## config.mk

```make
export PLATFORM = sky130hd
export DESIGN_NAME = st_pkt_arb2
export DESIGN_NICKNAME = d
export VERILOG_FILES = /design/src/rtl/st_pkt_arb2.sv
export SDC_FILE = /design/constraint.sdc
export NUM_CORES = 1
export LEC_CHECK = 0
export CAP_MARGIN = 20
export CORE_MARGIN = 8
export CORE_UTILIZATION = 35
export DETAILED_ROUTE_END_ITERATION = 6
export PLACE_DENSITY = 0.86
export SETUP_SLACK_MARGIN = 0.3
export SYNTH_ARGS = -nofsm -noshare
export SYNTH_HDL_FRONTEND = slang
export SYNTH_SLANG_ARGS = --single-unit
export TNS_END_PERCENT = 10
```

## constraint.sdc

```tcl
create_clock -name clk -period 2.94 [get_ports clk]
set_clock_uncertainty 0.2 [all_clocks]
set_input_delay 0.588 -clock clk [delete_from_list [all_inputs] [get_ports clk]]
set_output_delay 0.588 -clock clk [all_outputs]
set_load 0.02 [all_outputs]
```

## src/rtl/st_pkt_arb2.sv

```systemverilog
// Two-input Avalon-ST packet arbiter: round-robin grant per packet, combinational
// pass-through of the granted sink, per-input packet counters and a discard counter.
module st_pkt_arb2 #(
   parameter int unsigned CNT_W = 16,
   parameter int unsigned ERR_W = 8
) (
   input  logic             clk,
   input  logic             rst,
   input  logic [31:0]      in0_data,
   input  logic             in0_valid,
   output logic             in0_ready,
   input  logic [1:0]       in0_empty,
   input  logic             in0_startofpacket,
   input  logic             in0_endofpacket,
   input  logic [31:0]      in1_data,
   input  logic             in1_valid,
   output logic             in1_ready,
   input  logic [1:0]       in1_empty,
   input  logic             in1_startofpacket,
   input  logic             in1_endofpacket,
   output logic [31:0]      out_data,
   output logic             out_valid,
   input  logic             out_ready,
   output logic [1:0]       out_empty,
   output logic             out_startofpacket,
   output logic             out_endofpacket,
   output logic             out_channel,
   output logic [CNT_W-1:0] pkt_cnt0,
   output logic [CNT_W-1:0] pkt_cnt1,
   output logic [ERR_W-1:0] err_cnt
);

   typedef enum logic [1:0] {IDLE, GRANT0, GRANT1} state_t;

   state_t         state;
   logic           last_grant;
   logic           req0, req1;
   logic           disc0, disc1;
   logic           xfer;
   logic [1:0]     n_disc;
   logic [ERR_W:0] err_sum;

   // Outputs are gated by rst so nothing is handshaked while reset is asserted.
   always_comb begin
      out_data          = '0;
      out_empty         = '0;
      out_startofpacket = 1'b0;
      out_endofpacket   = 1'b0;
      out_valid         = 1'b0;
      out_channel       = 1'b0;
      in0_ready         = 1'b0;
      in1_ready         = 1'b0;
      disc0             = 1'b0;
      disc1             = 1'b0;
      req0              = in0_valid && in0_startofpacket;
      req1              = in1_valid && in1_startofpacket;
      if (!rst) begin
         case (state)
            IDLE: begin
               disc0     = in0_valid && !in0_startofpacket;
               disc1     = in1_valid && !in1_startofpacket;
               in0_ready = disc0;
               in1_ready = disc1;
            end
            GRANT0: begin
               out_data          = in0_data;
               out_empty         = in0_empty;
               out_startofpacket = in0_startofpacket;
               out_endofpacket   = in0_endofpacket;
               out_valid         = in0_valid;
               in0_ready         = out_ready;
            end
            GRANT1: begin
               out_data          = in1_data;
               out_empty         = in1_empty;
               out_startofpacket = in1_startofpacket;
               out_endofpacket   = in1_endofpacket;
               out_valid         = in1_valid;
               out_channel       = 1'b1;
               in1_ready         = out_ready;
            end
            default: ;
         endcase
      end
      xfer    = out_valid && out_ready;
      n_disc  = {1'b0, disc0} + {1'b0, disc1};
      err_sum = {1'b0, err_cnt} + {{(ERR_W-1){1'b0}}, n_disc};
   end

   always_ff @(posedge clk) begin
      if (rst) begin
         state      <= IDLE;
         last_grant <= 1'b1;
         pkt_cnt0   <= '0;
         pkt_cnt1   <= '0;
         err_cnt    <= '0;
      end else begin
         case (state)
            IDLE: begin
               if (req0 && req1)
                  state <= last_grant ? GRANT0 : GRANT1;
               else if (req0)
                  state <= GRANT0;
               else if (req1)
                  state <= GRANT1;
               if (n_disc != 2'd0)
                  err_cnt <= err_sum[ERR_W] ? '1 : err_sum[ERR_W-1:0];
            end
            GRANT0: begin
               if (xfer && out_endofpacket) begin
                  state      <= IDLE;
                  last_grant <= 1'b0;
                  pkt_cnt0   <= pkt_cnt0 + CNT_W'(1);
               end
            end
            GRANT1: begin
               if (xfer && out_endofpacket) begin
                  state      <= IDLE;
                  last_grant <= 1'b1;
                  pkt_cnt1   <= pkt_cnt1 + CNT_W'(1);
               end
            end
            default: state <= IDLE;
         endcase
      end
   end

endmodule

```

After elaboration in Yosys (flattened, before gate mapping) --
Cells that the tools add are included.
Storage, ports and cells: register bits after elaboration 43, logic and storage cells 63, input bits 77, output and inout port bits 80
Cells by class: equal/unequal tests 6, muxes and demuxes 30, $add $sub $neg 4, reductions and logical operators 18
Operators with widths (number):
- 32-bit case mux with 2 select lines | 1
- 16-bit by 1-bit adder with 16-bit output, second input constant | 2
- 32-bit 2-to-1 mux | 1
- 1-bit 2-to-1 mux | 13
- 2-bit 2-to-1 mux | 6
- 1-bit case mux with 2 select lines | 6
- 8-bit by 2-bit adder with 9-bit output | 1
- 8-bit 2-to-1 mux | 1
- 2-bit case mux with 2 select lines | 2
- 2-bit AND reduction | 4
- 1-bit logical AND | 7
- 2-bit inequality test, second input constant | 2
- 4-bit inequality test, second input constant | 1
- 2-bit nonzero test | 2
- 3-bit AND reduction | 1
- 1-bit by 1-bit adder with 2-bit output | 1
- 2-bit by 1-bit equality test with 1-bit output, second input constant | 1
- 2-bit equality test, second input constant | 1
- 1-bit logical NOT | 2
- 2-bit logical NOT | 1
- 2-bit by 1-bit inequality test with 1-bit output, second input constant | 1
- 2-bit OR reduction | 1

Longest topological paths before layout --
Gate-level depths: netlist of the first run.
depth after elaboration 7, gate-level depth with buffers 12, mapped depth without buffers 12

Worst setup path after synthesis of the first run --
OpenSTA, ideal clock, no wires.
path kind register -> register, start point register state[0], end point register err_cnt[6], path slack 0.097 ns, library setup time 0.078 ns, data required time 2.662 ns, stages on the path, launching flop included 12, arrival time 2.565 ns, cell sequence dfxtp_1 inv_1 ha_1 nor2b_1 and3b_1 ha_1 ha_1 inv_1 fa_1 nor4bb_1 a41oi_1 nor3_1
Between the ends: word-level cells in the longest chain between the ends 6
Ends and longest elaborated chain:
- from (decl) | line 35 | state_t state;
- from (signal assigned) | line 101 | state <= last_grant ? GRANT0 : GRANT1;
- 2-bit logical NOT (*) | line 58, 98
- 1-bit 2-to-1 mux | line 58 | case (state)
- 1-bit 2-to-1 mux | line 57 | if (!rst) begin
- 1-bit by 1-bit adder with 2-bit output | line 86 | n_disc = {1'b0, disc0} + {1'b0, disc1};
- 8-bit by 2-bit adder with 9-bit output / 2-bit nonzero test (equally long branches) | line 87, 106
- 8-bit 2-to-1 mux / 2-bit AND reduction (equally long branches)
- to (signal assigned) | line 107 | err_cnt <= err_sum[ERR_W] ? '1 : err_sum[ERR_W-1:0];
- to (decl) | line 30 | output logic [ERR_W-1:0] err_cnt
Mark *: on every way between the ends. The rest lies on a longest branch, timed or not. A chain may end at the register's enable or synchronous reset.

Worst setup path after layout of the first run --
Ends and elaborated chain as after synthesis.

==> metrics.md, run 1 <==
| Metric | Value |
|---|---|
| Max VDD drop | `252.0 uV` |
| TritonCTS clock tree | `built` |
| HPWL after DPL | `8685 um` |
| Die Area | `11170 um2` |
| Mux share of post-synthesis cell area | `0.03024` |
| Fin util | `0.6084` |
| P_leak | `between 1.5 and 2 nW` |
| Die Wd | `105.7 um` |
| Worst-path clk slew | `0.08 ns` |
| Synthesized flop and latch total | `43` |
| Root buf cell | `clkbuf_8` |
| Htree depth | `2` |
| Crit path DAT | `between 2 and 3 ns` |
| Sequential Area | `863.3 um2` |
| Final TNS setup | `0 ns` |
| Reg2reg path depth | `11` |
| Worst Path Required | `2.97 ns` |
| Status | `finished, final reports clean` |
| Worst Setup Path Type | `reg2reg` |
| Drc violations | `0` |
| Ys flop type | `dfxtp_1` |
| Slew headroom | `0.5847` |
| TritonRoute pass-1 iters | `4` |
| Critical-path maximum fanout | `4` |
| Maximum clock frequency | `356.8 MHz` |
| Max incr delay on CP | `roughly 0.40 ns` |
| Crit path capture type | `flop` |
| Hold depth | `1` |
| Post-synth EDFFs | `0` |
| Initial antenna violation count | `0` |
| IO Port Bufs | `156` |
| Worst slack, placed | `-0.3316 ns` |
| Most frequent CP cell | `inv_2` |
| Worst-margin pin slew | `0.6173 ns` |
| Sequential fraction of the synthesis area | `0.3059` |
| Vias in the first global route | `3442` |
| Syn Nets | `452` |
| Gate Count Post-Synth | `around 370` |
| Worst-Skew Late Latency | `0.30 ns` |
| DRT iter0 DRCs | `about 160` |
| Fin. Hold Viols | `0` |
| Synthesis-to-finish area growth | `67.94%` |
| CTS Buf Count | `5` |
| Ys async rst share | `0` |
| MaxCap Viol Count | `0` |
| I/O Pins | `157` |
| Compound-Gate Fraction of Synth Area | `0.2548` |
| Synth Area in XOR/XNOR | `0.006225` |
| Final period util | `0.9533` |
| Max-slew violations | `0` |
| Final period demand of the worst path | `2.803 ns` |
| Post-Synth Simple-Gate Area | `0.2859` |
| Most frequent cells in the layout | `111 x clkdlybuf4s50_1, 47 x nor2_1, 41 x dfxtp_1` |
| Gr usage total | `0.1898` |
| Final setup vio count | `0` |
| Filler cells | `696` |
| Adder-Cell Fraction of Synth Area | `0.04713` |
| Syn Area/Cell | `just under 8 um2` |
| DR WL/cell | `18.04 um` |
| RSZ-0062 raised after global routing | `yes` |
| CP Launch Type | `flop` |
| Layout cells sized above 1 | `0.1331` |
| First-pass GRT wire length | `17720 um` |
| CTS Hold Bufs | `0` |
| Power Density | `416.1 nW/um2` |
| N_diodes | `0` |
| CP cell instances | `inv_2, ha_4, nor2b_4, and3b_1, ha_1, ha_2, inv_2, fa_2, nor4bb_4, a41oi_2, nor3_1` |
| Commonest non-fill, non-tap cell in the layout | `clkdlybuf4s50_1` |
| Vias per inst | `5.484` |
| DIE HEIGHT | `105.7 um` |
| YS warnings | `0` |
| Initial Util | `0.3623` |
| Layout Nets | `614` |
| Total number of vias | `3444` |
| Row count | `32` |
| CP max stage cell | `nor4bb_4` |
| Area of the multi-input gates | `between 1500 and 2000 um2` |
| Synth Cell Area | `2814 um2` |
| Synth area leader | `dfxtp_1` |
| Synth unique cells | `44` |
| HP Class | `reg2reg` |
| Share of the synthesized area in the top cell type | `0.3059` |
| CORE AREA | `7767 um2` |
| CTS Sinks | `between 40 and 50` |
| Largest family of logic cells by synthesized area | `simple AND/OR/NAND/NOR gates` |
| Post-DRT Antenna Nets | `0` |
| Grt ovf | `0` |
| Clock Tree Buf Depth | `2` |
| Routability congestion estimate | `0.8495` |
| Ranking of synthesized cells by area | `dfxtp_1 31%, a22oi_1 9.3%, nor2_1 6.3%` |
| Final WS setup | `0.1372 ns` |
| DRT Wirelength | `11330 um` |
| Largest net degree at the start of global routing | `44` |
==> sequential cells by signal, summed over array words and instances (netlist names) <==
name	count
pkt_cnt0	16
pkt_cnt1	16
err_cnt	8
state	2
last_grant	1
==> through the flow <==
stage	hold WS, ns	area (um2)	power (mW)	std cells
finish	0.2773	4726	1.966	628
global route	0.3120	4726	2.077	628
CTS	0.2769	4631	1.863	620
detailed placement	0.2729	4574	1.519	614
global placement	0.2471	4574	1.499	614
floorplan	0.2515	2834	1.143	365
==> what timing repair did <==
| item | 4_1_cts | 5_1_grt |
|---|---|---|
| resized for setup | 59 | 15 |
| setup endpoints to repair | 70 | 63 |
| cloned | 0 | 1 |
| setup buffers | 0 | 7 |
| pin swaps | 4 | 10 |
==> power breakdown <==
group / switching (mW) / internal (mW) / leakage [nW]
logic: 0.533 / 0.467 / 1.39
registers: 0.0129 / 0.600 / 0.348
clock network: 0.195 / 0.159 / 0.0371
==> layer usage <==
metal  vias to the layer above  GRT usage  share of wire
li1                       1689          -              -
met1                      1622     0.2201           0.39
met2                       114     0.3347           0.53
met3                        19    0.04446          0.059
met4                         0    0.06231          0.020
met5                         -          0              0
==> worst max-delay path: cells and delay by family, from the launching register on <==
family	cells	cell delay [ns]
buf+inv	2	0.09
fa+ha+maj	4	1.02
simple gates	4	0.90
flops	1	0.35
compound gates	1	0.17
==> cell families after synthesis <==
logic type,count (synthesis)
buf+inv,46
compound gates,104
fa+ha+maj,10
mux,8
simple gates,152
flops,43
xor+xnor,2
==> worst paths after layout <==
| path | startpoint | to | slack, ns |
|---|---|---|---|
| worst max-delay path | state[0]$_SDFFE_PP0P_ | err_cnt[6]$_SDFFE_PP0P_ | 0.14 |
| worst min register to register | pkt_cnt0[15]$_SDFFE_PP0P_ | pkt_cnt0[15]$_SDFFE_PP0P_ | 0.28 |
| worst max register to register | state[0]$_SDFFE_PP0P_ | err_cnt[6]$_SDFFE_PP0P_ | 0.14 |
| worst min-delay path | pkt_cnt0[15]$_SDFFE_PP0P_ | pkt_cnt0[15]$_SDFFE_PP0P_ | 0.28 |
==> cells in the mapped netlist, drive strengths merged (3+ instances only) <==
cell / instances
a21oi: 25
a22oi: 37
and4: 3
buf: 12
clkbuf: 16
dfxtp: 43
ha: 9
inv: 18
mux2: 4
mux2i: 4
nand2: 24
nand3: 15
nand4: 7
nor2: 47
nor2b: 6
nor3: 8
o21ai: 11
o311ai: 6
o31ai: 12
o41ai: 6
or2: 6
or3: 7
or4: 16
==> area by class of cell <==
class                      count  share of cell area
timing repair buffer         183              0.3757
sequential                    43              0.1827
inverter                      18             0.01430
tap                          102             0.02701
clock buffer                   6             0.01536
multi-input combinational    276              0.3850
Power figures use the tool's default switching activity.
==> inputs of run 2 (changes only) <==
- CELL_PAD_IN_SITES_DETAIL_PLACEMENT: unset -> 1
- CELL_PAD_IN_SITES_GLOBAL_PLACEMENT: unset -> 1
- CORE_UTILIZATION: 35 -> 24
==> metrics.md, run 2 (same netlist as run 1, synthesis figures left out) <==
| Metric | Value |
|---|---|
| CP cell instances | `inv_2, ha_4, nor2b_4, and3b_2, ha_4, ha_4, inv_2, fa_2, nor4bb_4, buf_4, nand2_4, a21oi_2` |
| Htree depth | `2` |
| Root buf cell | `clkbuf_16` |
| Initial antenna violation count | `0` |
| Crit path capture type | `flop` |
| RSZ-0062 raised after global routing | `yes` |
| CTS Sinks | `43` |
| Worst Path Required | `2.96 ns` |
| I/O Pins | `157` |
| Worst-path clk slew | `0.06 ns` |
| HPWL after DPL | `between 10000 and 15000 um` |
| Max VDD drop | `263.0 uV` |
| Vias per inst | `5.186` |
| CP max stage cell | `nor4bb_4` |
| Most frequent CP cell | `ha_4` |
| CTS Hold Bufs | `0` |
| Slew headroom | `0.6136` |
| CORE AREA | `~11000 um2` |
| DR WL/cell | `roughly 19 um` |
| P_leak | `1.863 nW` |
| Die Wd | `between 100 and 150 um` |
| Worst Setup Path Type | `reg2reg` |
| Reg power frac | `0.275` |
| Layout Nets | `625` |
| Fin util | `0.4378` |
| MaxCap Viol Count | `0` |
| Vias in the first global route | `3724` |
| Grt ovf | `0` |
| Drc violations | `0` |
| Post-Layout Cell Count | `between 600 and 700` |
| Power Density | `448.2 nW/um2` |
| HP Class | `reg2reg` |
| DRT iter0 DRCs | `119` |
| Max-slew violations | `0` |
| Placed Instances | `665` |
| Clock Tree Buf Depth | `2` |
| Worst-Skew Late Latency | `0.28 ns` |
| N_diodes | `0` |
| DRT Wirelength | `13180 um` |
| IO Port Bufs | `156` |
| TritonCTS clock tree | `built` |
| Max incr delay on CP | `0.38 ns` |
| Row count | `39` |
| Overall Power | `2.240 mW` |
| TritonRoute pass-1 iters | `4` |
| CTS Buf Count | `5` |
| Final period util | `0.9338` |
| Pint | `1.440 mW` |
| Initial Util | `0.2464` |
| Routability congestion estimate | `0.8812` |
| Layout cells sized above 1 | `0.1651` |
| CP Launch Type | `flop` |
| Commonest non-fill, non-tap cell in the layout | `clkdlybuf4s50_1` |
| Critical-path maximum fanout | `4` |
| Crit path DAT | `2.77 ns` |
| First-pass GRT wire length | `20150 um` |
| Gate power share | `0.460` |
| Gr usage total | `0.1564` |
| Largest net degree at the start of global routing | `26` |
| Synthesis-to-finish area growth | `77.63%` |
| Filler cells | `1373` |
| DIE HEIGHT | `between 100 and 150 um` |
| Clk pwr share | `0.265` |
| Maximum clock frequency | `364.2 MHz` |
| Sw frac | `0.3572` |
| Status | `finished, final reports clean` |
| Post-DRT Antenna Nets | `0` |
| Worst-margin pin slew | `between 0.5 and 0.6 ns` |
| Fin. Hold Viols | `0` |
| Top flop regs | `pkt_cnt0 x16, pkt_cnt1 x16, err_cnt x8` |
| Most frequent cells in the layout | `111 x clkdlybuf4s50_1, 46 x nor2_1, 41 x dfxtp_1` |
| Die Area | `15450 um2` |
| Final period demand of the worst path | `between 2 and 3 ns` |
| Total number of vias | `roughly 3500` |
| Final setup vio count | `0` |
| P_sw | `800.2 uW` |
run 2: changes by cell type in the layout (fill, tap and decap cells not counted), moves of 2 or more:
cell	delta
clkdlybuf4s15_1	-2
clkbuf_16	+4
clkbuf_8	-3
ha_4	+3
ha_2	-2
dlymetal6s2s_1	-2
nor3_2	+3
nor3_1	-3
clkbuf_2	-2
dlygate4sd2_1	+5
buf_4	+12
run 2: stage by stage:
stage | hold WS (ns) | setup TNS [ns] | setup slack, ns | area, um2
floorplan | 0.2515 | 0 | 0.3162 | 2834
global placement | 0.2455 | -5.653 | -0.1750 | 4688
detailed placement | 0.2856 | -7.727 | -0.2864 | 4688
CTS | 0.3054 | 0 | 0.1920 | 4902
global route | 0.3267 | 0 | 0.09174 | 4999
finish | 0.2828 | 0 | 0.1945 | 4999
run 2: power by group through the flow:
stage	registers (mW)	logic [mW]	clock network [mW]
final	0.616	1.03	0.593
after global routing	0.616	1.10	0.625
after CTS	0.614	0.994	0.599
after detailed placement	0.625	0.946	0
after global placement	0.623	0.915	0
after floorplan	0.629	0.514	0
run 2: cell type report:
cell class,instances,area [um2],share of cell area
flip-flops and latches,43,863.3,0.1727
clock buffers,7,152.6,0.03054
inverters,18,67.56,0.01352
multi-input cells,276,1876,0.3752
clock inverters,1,7.507,0.001502
repair buffers,194,1853,0.3707
well taps,143,178.9,0.03579
run 2: path summary, 6_finish.rpt:
path / endpoint / cells past startpoint / start / slack, ns
worst max-delay path: err_cnt[5]$_SDFFE_PP0P_ / 12 / state[1]$_SDFFE_PP0P_ / 0.19
worst min-delay path: pkt_cnt0[15]$_SDFFE_PP0P_ / 1 / pkt_cnt0[15]$_SDFFE_PP0P_ / 0.28
worst max register to register: err_cnt[5]$_SDFFE_PP0P_ / 12 / state[1]$_SDFFE_PP0P_ / 0.19
worst min register to register: pkt_cnt0[15]$_SDFFE_PP0P_ / 1 / pkt_cnt0[15]$_SDFFE_PP0P_ / 0.28
run 2: routing by layer:
layer | routed length, um | track usage | vias to the layer above
met5 | 0 | 0 | -
met2 | 7117 | 0.2966 | 85
li1 | - | - | 1699
met3 | 552 | 0.03319 | 12
met4 | 200 | 0.04181 | 0
met1 | 5311 | 0.1698 | 1741
run 2: worst max-delay path, delay by kind of cell, from the launching register on:
family,cells,cell delay (ns)
adders and majority gates,4,0.94
and+or+nand+nor,4,0.79
DFF,1,0.34
buffers and inverters,3,0.28
AOI/OAI and AO/OA,1,0.14
run 2: what timing repair did:
action | in CTS | in global routing
resized for setup | 67 | 12
buffers inserted | 4 | 4
endpoints found under the setup margin | 67 | 60
pin swaps | 10 | 9
cloned | 1 | 0
==> inputs of run 3 (changes only) <==
- ABC_CLOCK_PERIOD_IN_PS: unset -> 2940
==> results of run 3 <==
Final layout, timing and power as in run 2 (identical DEF).
